[src/rtl/reg_universal_n.sv]
// reg_universal_n: WIDTH-bit universal register cell.
// One register that can load, shift or rotate with serial in/out, and count
// up or down with wrap-around and a single-cycle terminal-count pulse.
// Edge priority: clr > en=0 > op. rst is asynchronous and active-low.
// There are no handshakes: every operation completes in one clock.
module reg_universal_n #(
  parameter int               WIDTH   = 12,
  parameter logic [WIDTH-1:0] RST_VAL = '0
) (
  input  logic             clk,
  input  logic             rst,
  input  logic             clr,
  input  logic             en,
  input  logic [2:0]       op,
  input  logic [WIDTH-1:0] in,
  input  logic             sin,
  output logic [WIDTH-1:0] out,
  output logic             sout,
  output logic             tc,
  output logic             zero
);

  localparam logic [2:0] OP_HOLD = 3'b000;
  localparam logic [2:0] OP_LOAD = 3'b001;
  localparam logic [2:0] OP_SHL  = 3'b010;
  localparam logic [2:0] OP_SHR  = 3'b011;
  localparam logic [2:0] OP_ROL  = 3'b100;
  localparam logic [2:0] OP_ROR  = 3'b101;
  localparam logic [2:0] OP_INC  = 3'b110;
  localparam logic [2:0] OP_DEC  = 3'b111;

  localparam logic [WIDTH-1:0] ONE      = WIDTH'(1);
  localparam logic [WIDTH-1:0] ALL_ONES = '1;
  localparam logic [WIDTH-1:0] ALL_ZERO = '0;

  logic [WIDTH-1:0] out_nxt;
  logic             sout_nxt;
  logic             tc_nxt;

  // Next-state decode; tc defaults low so it only rises on a wrap cycle.
  always_comb begin
    out_nxt  = out;
    sout_nxt = sout;
    tc_nxt   = 1'b0;
    if (clr) begin
      out_nxt  = ALL_ZERO;
      sout_nxt = 1'b0;
    end else if (en) begin
      case (op)
        OP_HOLD: out_nxt = out;
        OP_LOAD: out_nxt = in;
        OP_SHL: begin
          out_nxt  = {out[WIDTH-2:0], sin};
          sout_nxt = out[WIDTH-1];
        end
        OP_SHR: begin
          out_nxt  = {sin, out[WIDTH-1:1]};
          sout_nxt = out[0];
        end
        OP_ROL: begin
          out_nxt  = {out[WIDTH-2:0], out[WIDTH-1]};
          sout_nxt = out[WIDTH-1];
        end
        OP_ROR: begin
          out_nxt  = {out[0], out[WIDTH-1:1]};
          sout_nxt = out[0];
        end
        OP_INC: begin
          out_nxt = out + ONE;
          tc_nxt  = (out == ALL_ONES);
        end
        OP_DEC: begin
          out_nxt = out - ONE;
          tc_nxt  = (out == ALL_ZERO);
        end
        default: out_nxt = out;
      endcase
    end
  end

  // State registers with asynchronous active-low reset.
  always_ff @(posedge clk or negedge rst) begin
    if (!rst) begin
      out  <= RST_VAL;
      sout <= 1'b0;
      tc   <= 1'b0;
    end else begin
      out  <= out_nxt;
      sout <= sout_nxt;
      tc   <= tc_nxt;
    end
  end

  // Zero flag is purely combinational from the register contents.
  assign zero = (out == ALL_ZERO);

endmodule

[config.mk]
export PLATFORM = sky130hd
export DESIGN_NAME = reg_universal_n
export DESIGN_NICKNAME = d
export VERILOG_FILES = /design/src/rtl/reg_universal_n.sv
export SDC_FILE = /design/constraint.sdc
export NUM_CORES = 1
export LEC_CHECK = 0
export CORE_MARGIN = 8
export CORE_UTILIZATION = 45
export CTS_CLUSTER_SIZE = 16
export DETAILED_ROUTE_END_ITERATION = 10
export DONT_BUFFER_PORTS = 1
export SYNTH_ARGS = -nofsm -noshare
export SYNTH_HDL_FRONTEND = slang
export SYNTH_SLANG_ARGS = --single-unit
[constraint.sdc]
create_clock -name clk -period 2.2 [get_ports clk]
set_clock_uncertainty 0.05 [all_clocks]
set_input_delay 0.44 -clock clk [delete_from_list [all_inputs] [get_ports clk]]
set_output_delay 0.44 -clock clk [all_outputs]
set_load 0.02 [all_outputs]
==> results by group, run 1 <==
STA
  • Relative slew slack: 49.2%
  • Fin. max-slew vios: 0
  • Period utilization: 94.2%
  • Tightest hold margin: 0.189 ns
  • RSZ-0062 raised after global routing: false
  • Fin. Hold Viols: 0
  • Fmax achieved: 483 MHz
  • Setup violators final: 0
  • Slew @ Worst Pin: 0.760 ns
  • Fin crit period: 2.07 ns

Die
  • Initial core utilization: 46.9%
  • Die ar.: 6090 um^2
  • Core area: 3690 um^2
  • Die span in y: 78.0 um
  • Row count: 22
  • Die X: approximately 80 um
  • IO Count: 35

Clocking
  • H-tree lvl count: 1
  • Worst-skew pair later-pin latency: 0.25 ns
  • Maximum root-to-sink buffer count: 2
  • TritonCTS clock tree: built
  • Clk pin slew, worst setup/hold paths: 0.07 ns
  • CTS buffer count: 3
  • CTS sink cnt: 14
  • Root Buffer: clkbuf_8

Finish
  • Layout cells sized above 1: 15.3%
  • Final design utilization: 51.5%
  • Nets: around 260
  • # diodes: 0
  • Area added between synthesis and finish: 9.68%
  • Finished Cell Area: 1900 um^2

Routing
  • DRT iter0 DRCs: roughly 130
  • Detail Route Antenna Nets: 0
  • Highest routed metal layer: met4
  • Routed vias/inst: 6.57
  • Residual DRC: 0
  • WL/cell: 21.0 um
  • Drt pass-1 iters: 4
  • Routed wl met2: 2.84 mm
  • Vias: 1867
  • WL met3: 437 um
  • M1 WL: 2.59 mm
  • DRT Wirelength: 5.97 mm

Place
  • Placed Instance Area: between 1500 and 2000 um^2
  • Post-DP HPWL: 4.22 mm
  • IO buf count: 0
  • Routability Congestion: 0.898

Yosys
  • Yosys top cell area share: between 20% and 30%
  • Post-synth ARST share: 100%
  • Mean Syn Cell Area: approximately 7.2 um^2
  • Xor-xnor portion of the synthesized cell area: 1.01%
  • Synthesized area: around 1700 um^2
  • Largest family of logic cells by synthesized area: simple AND/OR/NAND/NOR gates
  • Synth area leader: dfrtp_1
  • Cell variety after synth: 57
  • Most used DFF post-synth: dfrtp_1
  • Yosys reg bits: 14
  • Top cells by area, synth: dfrtp_1 20%, nor2_1 5.9%, mux2i_1 5.8%, nand2_1 4.1%, buf_2 4.0%
  • Synth warnings: 0
  • Synth Area in Compound Gates: 27.9%
  • Post-synthesis mux area share: 8.60%
  • Post-synth EDFFs: 0
  • Post-Synth Simple-Gate Area: 32.7%
  • Post-synthesis sequential area ratio: approximately a fifth
  • Area share of fa/ha/maj cells after synthesis: 0.723%
  • Synth Instances: 239
  • Net Count, Synth: 260

GRT
  • Largest net degree at the start of global routing: 42
  • Number of global-route vias before repair: 1810
  • Congestion Overflow GR: 0
  • GRT Util Overall: 19.3%
  • First-pass GRT wire length: 9.65 mm
  • Antenna violations before repair: 0

Critical path
  • CP Max Fanout: 4
  • CP Capture Type: output pin
  • Worst EP arrival: 1.58 ns
  • Critical path class: register to output pin
  • Startpoint types: register
  • Critical Path RT: 1.71 ns

Run
  • # Max-Cap Violations: 0

Power
  • Max VDD drop: 209 uV
  • Leakage: 0.000735 uW
  • Pwr Density: roughly 480 nW/um^2

Run status
  • Status: finished clean

Hold path
  • Hold Crit Class: input port to register
==> path summary, 6_finish.rpt <==
path / startpoint / endpoint / slack [ns] / cells after the start
min in group asynchronous: rst / out[4] / 0.65 / 1
hold reg to reg: sout / sout / 0.66 / 2
setup / recovery: out[9] / zero / 0.13 / 3
hold / removal: clr / out[9] / 0.19 / 1
max in group asynchronous: rst / out[3] / 0.93 / 1
setup reg to reg: out[0] / out[8] / 0.13 / 7
==> final cells by class <==
type	instances	area (um^2)
fill	391	1790
tap	48	60.1
clock buffer	3	41.3
multi-input combinational	193	1270
inverter	6	22.5
timing repair buffer	20	153
sequential	14	354
==> synthesized netlist by cell type (all sizes together), types with 2 or more instances <==
cell	count
nand2b	3
a221oi	2
a32o	2
or3	3
a211oi	8
and3	4
nand2	19
o21ai	21
mux2i	10
o211ai	5
buf	18
a32oi	2
dfrtp	14
clkbuf	8
o2bb2ai	2
nor2b	3
nor4	8
nor3	8
inv	6
mux2	4
nor2	27
nand3	8
a31oi	3
nand4	4
a21oi	12
or4	7
and2	6
o221ai	2
==> report_power, final <==
| group | total (uW) | internal, uW | leakage [uW] | switching [uW] |
|---|---|---|---|---|
| Sequential | 316 | 276 | 0.000183 | 39.8 |
| Clock | 228 | 122 | 0.0000216 | 107 |
| Combinational | 359 | 153 | 0.000530 | 206 |
| Total | 904 | 551 | 0.000735 | 352 |
==> flip-flops by register name, indices dropped and copies added, names as in the netlist <==
signal,flops
tc,1
out,12
sout,1
==> metal layers <==
layer | up-vias | GRT usage (%)
met2 | 76 | 31.0
met1 | 890 | 24.0
met5 | - | 0
met3 | 10 | 5.24
met4 | 0 | 7.59
li1 | 891 | -
==> worst max-delay path: stages, from the launching register on <==
cell and delay [ns]:
dfrtp_1 0.38, or4_4 0.60, nor4_4 0.17, buf_4 0.18
==> timing repair <==
action / in CTS / in global routing
pin swaps: 2 / 2
setup buffers: 0 / 3
hold endpoints to repair: 14 / 0
setup endpoints to repair: 1 / 1
resized for setup: 1 / 4
hold buffers: 1 / 0
==> metrics by stage <==
stage	setup WS (ns)	std cells	setup TNS, ns	power (uW)
floorplan	-0.0828	239	-0.0828	591
global placement	0.170	277	0	647
detailed placement	0.117	277	0	653
CTS	0.0339	281	0	891
global route	0.0192	284	0	948
finish	0.129	284	0	904
==> cells by family (layout without fill, tap and decap cells) <==
| group | after synthesis | count (layout) |
|---|---|---|
| AND/OR/NAND/NOR | 104 | 104 |
| buffers and inverters | 32 | 29 |
| flip-flops | 14 | 14 |
| multiplexers | 14 | 14 |
| adder cells (fa/ha/maj) | 1 | 1 |
| AO/OA/AOI/OAI | 72 | 72 |
| XOR/XNOR | 2 | 2 |
==> cell usage in the layout (no fill, tap or decap), types with 8 or more instances in the layout <==
master	instances
nor2_1	27
o21ai_0	13
dfrtp_1	11
a21oi_1	12
o21ai_1	8
buf_4	19
nand2_1	18
a211oi_1	8
mux2i_1	10
(Power assumes the default switching activity.)
==> run 2: changes to the inputs <==
GPL_TIMING_DRIVEN = 0   (was unset)
==> results by group, run 2 (synthesized netlist as in run 1, its figures left out) <==
Hold path
  • Hold Crit Class: input port to register
  • Worst Hold Depth: 1 (unchanged)

GRT
  • GRT Util Overall: 21.2% (+1.9 points)
  • First-pass GRT wire length: 10.5 mm (+9.1%)
  • Number of global-route vias before repair: 1970 (+8.8%)
  • Antenna violations before repair: 0 (unchanged)
  • Congestion Overflow GR: 0 (unchanged)
  • Largest net degree at the start of global routing: 15 (-64%)

STA
  • Setup_tns: -0.0597 ns (-0.0597 ns)
  • Setup violators final: 1 (+1)
  • Fin crit period: 2.26 ns (+0.188 ns)
  • RSZ-0062 raised after global routing: true
  • Tightest hold margin: 0.239 ns (+0.0491 ns)
  • Fin. max-slew vios: 0 (unchanged)
  • Fin. Hold Viols: 0 (unchanged)
  • Relative slew slack: 53.3% (+4.1 points)
  • Fmax achieved: 443 MHz (-8.3%)
  • Worst setup margin: -0.0597 ns (-0.188 ns)
  • Slew @ Worst Pin: 0.698 ns (-0.0616 ns)
  • Period utilization: 103% (+8.6 points)

Place
  • Post-DP HPWL: 4.58 mm (+8.7%)
  • IO buf count: 0 (unchanged)
  • Placed Instance Area: 1820 um^2 (+0.69%)
  • Dpl cells: 287 (+3.6%)
  • Routability Congestion: 0.931 (+3.7%)

Die
  • Die X: 78.0 um (unchanged)
  • Die ar.: 6090 um^2 (unchanged)
  • IO Count: 35 (unchanged)
  • Initial core utilization: 46.9% (unchanged)
  • Core area: 3690 um^2 (unchanged)
  • Die span in y: 78.0 um (unchanged)
  • Row count: 22 (unchanged)

Clocking
  • Root Buffer: clkbuf_8
  • TritonCTS clock tree: built
  • CTS sink cnt: 14 (unchanged)
  • Worst-skew pair later-pin latency: 0.25 ns (about the same)
  • Clk pin slew, worst setup/hold paths: 0.07 ns (about the same)
  • CTS buffer count: 3 (unchanged)
  • H-tree lvl count: 1 (unchanged)
  • Maximum root-to-sink buffer count: 2 (unchanged)

Routing
  • Detail Route Antenna Nets: 0 (unchanged)
  • DRT Wirelength: 6.57 mm (+9.9%)
  • Drt pass-1 iters: 4 (unchanged)
  • Routed vias/inst: 6.80 (+3.4%)
  • DRT iter0 DRCs: 328 (+150%)
  • Residual DRC: 0 (unchanged)
  • WL/cell: 21.7 um (+3.0%)
  • Vias: 2060 (+10%)

Finish
  • Max FFs per register: 12 (unchanged)
  • Fillcell total: 370 (-5.4%)
  • Commonest non-fill, non-tap cell in the layout: nor2_1
  • Layout cells sized above 1: 21.6% (+6.3 points)
  • Finished Cell Area: 2070 um^2 (+9.0%)
  • Area added between synthesis and finish: 19.5%
  • Biggest regs: out x12, sout x1, tc x1
  • # diodes: 0 (unchanged)
  • Most flops, register: out
  • Nets: 277 (+6.9%)
  • Final non-filler cell total: 303 (+6.7%)
  • Commonest cells after routing, fill and taps aside: 26 x nor2_1, 19 x nand2_1, 14 x buf_4, 13 x o21ai_0, 11 x a21oi_1

Critical path
  • Critical path's largest stage delay: 0.47 ns (-0.13 ns)
  • Critical path class: register to output pin
  • Crit path buf inv count: 1 (unchanged)
  • CP delay by family, top: simple AND/OR/NAND/NOR gates
  • Crit path cell chain: buf_6, nor4_4, nand2_1, nor4_4
  • CP Capture Type: output pin
  • Reg2Reg Depth: 8 (+1)
  • Critical path depth: 4 (+1)
  • Worst EP arrival: 1.77 ns (+0.19 ns)
  • Startpoint types: register
  • CP Max Fanout: 3 (-1)
  • Most frequent CP cell: nor4_4
  • Critical Path RT: 1.71 ns (about the same)
  • Crit-path slowest cell: dfrtp_2

Power
  • Leakage: 0.000799 uW (+8.8%)
  • Pwr Density: 489 nW/um^2 (+2.7%)
  • Max VDD drop: 270 uV (+29%)

Run status
  • Failing checks: setup timing
  • Status: finished, violations left

Run
  • # Max-Cap Violations: 0 (unchanged)
-- run 2: changes by cell type in the layout (fill, tap and decap cells not counted), moves of 2 or more --
cell / delta
buf_2: +8
dfrtp_1: -2
buf_1: +2
buf_6: +4
buf_4: -5
clkbuf_1: +8
dfrtp_2: +2
-- run 2: cell type report --
class	count	area (um^2)	area share (%)
buffer	26	153	7.38
clock buffer	4	55.1	2.66
inverter	6	22.5	1.09
multi-input combinational	193	1330	64.3
sequential	14	357	17.2
tap	48	60.1	2.90
timing repair buffer	12	92.6	4.47
-- run 2: report_power, final --
part | switching [uW] | internal (uW)
Clock | 107 | 159
Combinational | 251 | 168
Sequential | 49.3 | 277
Total | 408 | 603
-- run 2: what timing repair did --
item	in CTS	in global routing
endpoints found under the hold margin	14	0
pin swaps	2	5
buffers inserted	5	6
hold buffers	1	0
gates cloned	0	0
resized for setup	12	14
endpoints found under the setup margin	6	5
-- run 2: path summary, 6_finish.rpt --
check | startpoint | to | slack (ns)
worst min register to register | sout | sout | 0.65
worst max-delay path | out[0] | zero | -0.06
min in group asynchronous | rst | out[2] | 0.63
max in group asynchronous | rst | out[6] | 0.99
worst min-delay path | clr | out[11] | 0.24
worst max register to register | out[1] | out[8] | 0.01
-- run 2: through the flow --
stage / total power [uW] / worst slack, ns / util, %
final: 1010 / -0.0597 / 56.1
after global placement: 678 / -0.381 / 49.4
after global routing: 1060 / -0.105 / 56.1
after floorplan: 591 / -0.0828 / -
after CTS: 977 / -0.0690 / 53.5
after detailed placement: 674 / -0.346 / 49.4
-- run 2: metal layers --
| layer | vias to the layer above | routed length (um) | global-route usage [%] |
|---|---|---|---|
| met4 | 0 | 132 | 7.59 |
| met1 | 982 | 2760 | 27.4 |
| met3 | 16 | 685 | 5.58 |
| li1 | 934 | - | - |
| met2 | 128 | 2990 | 33.2 |
| met5 | - | 0 | 0 |
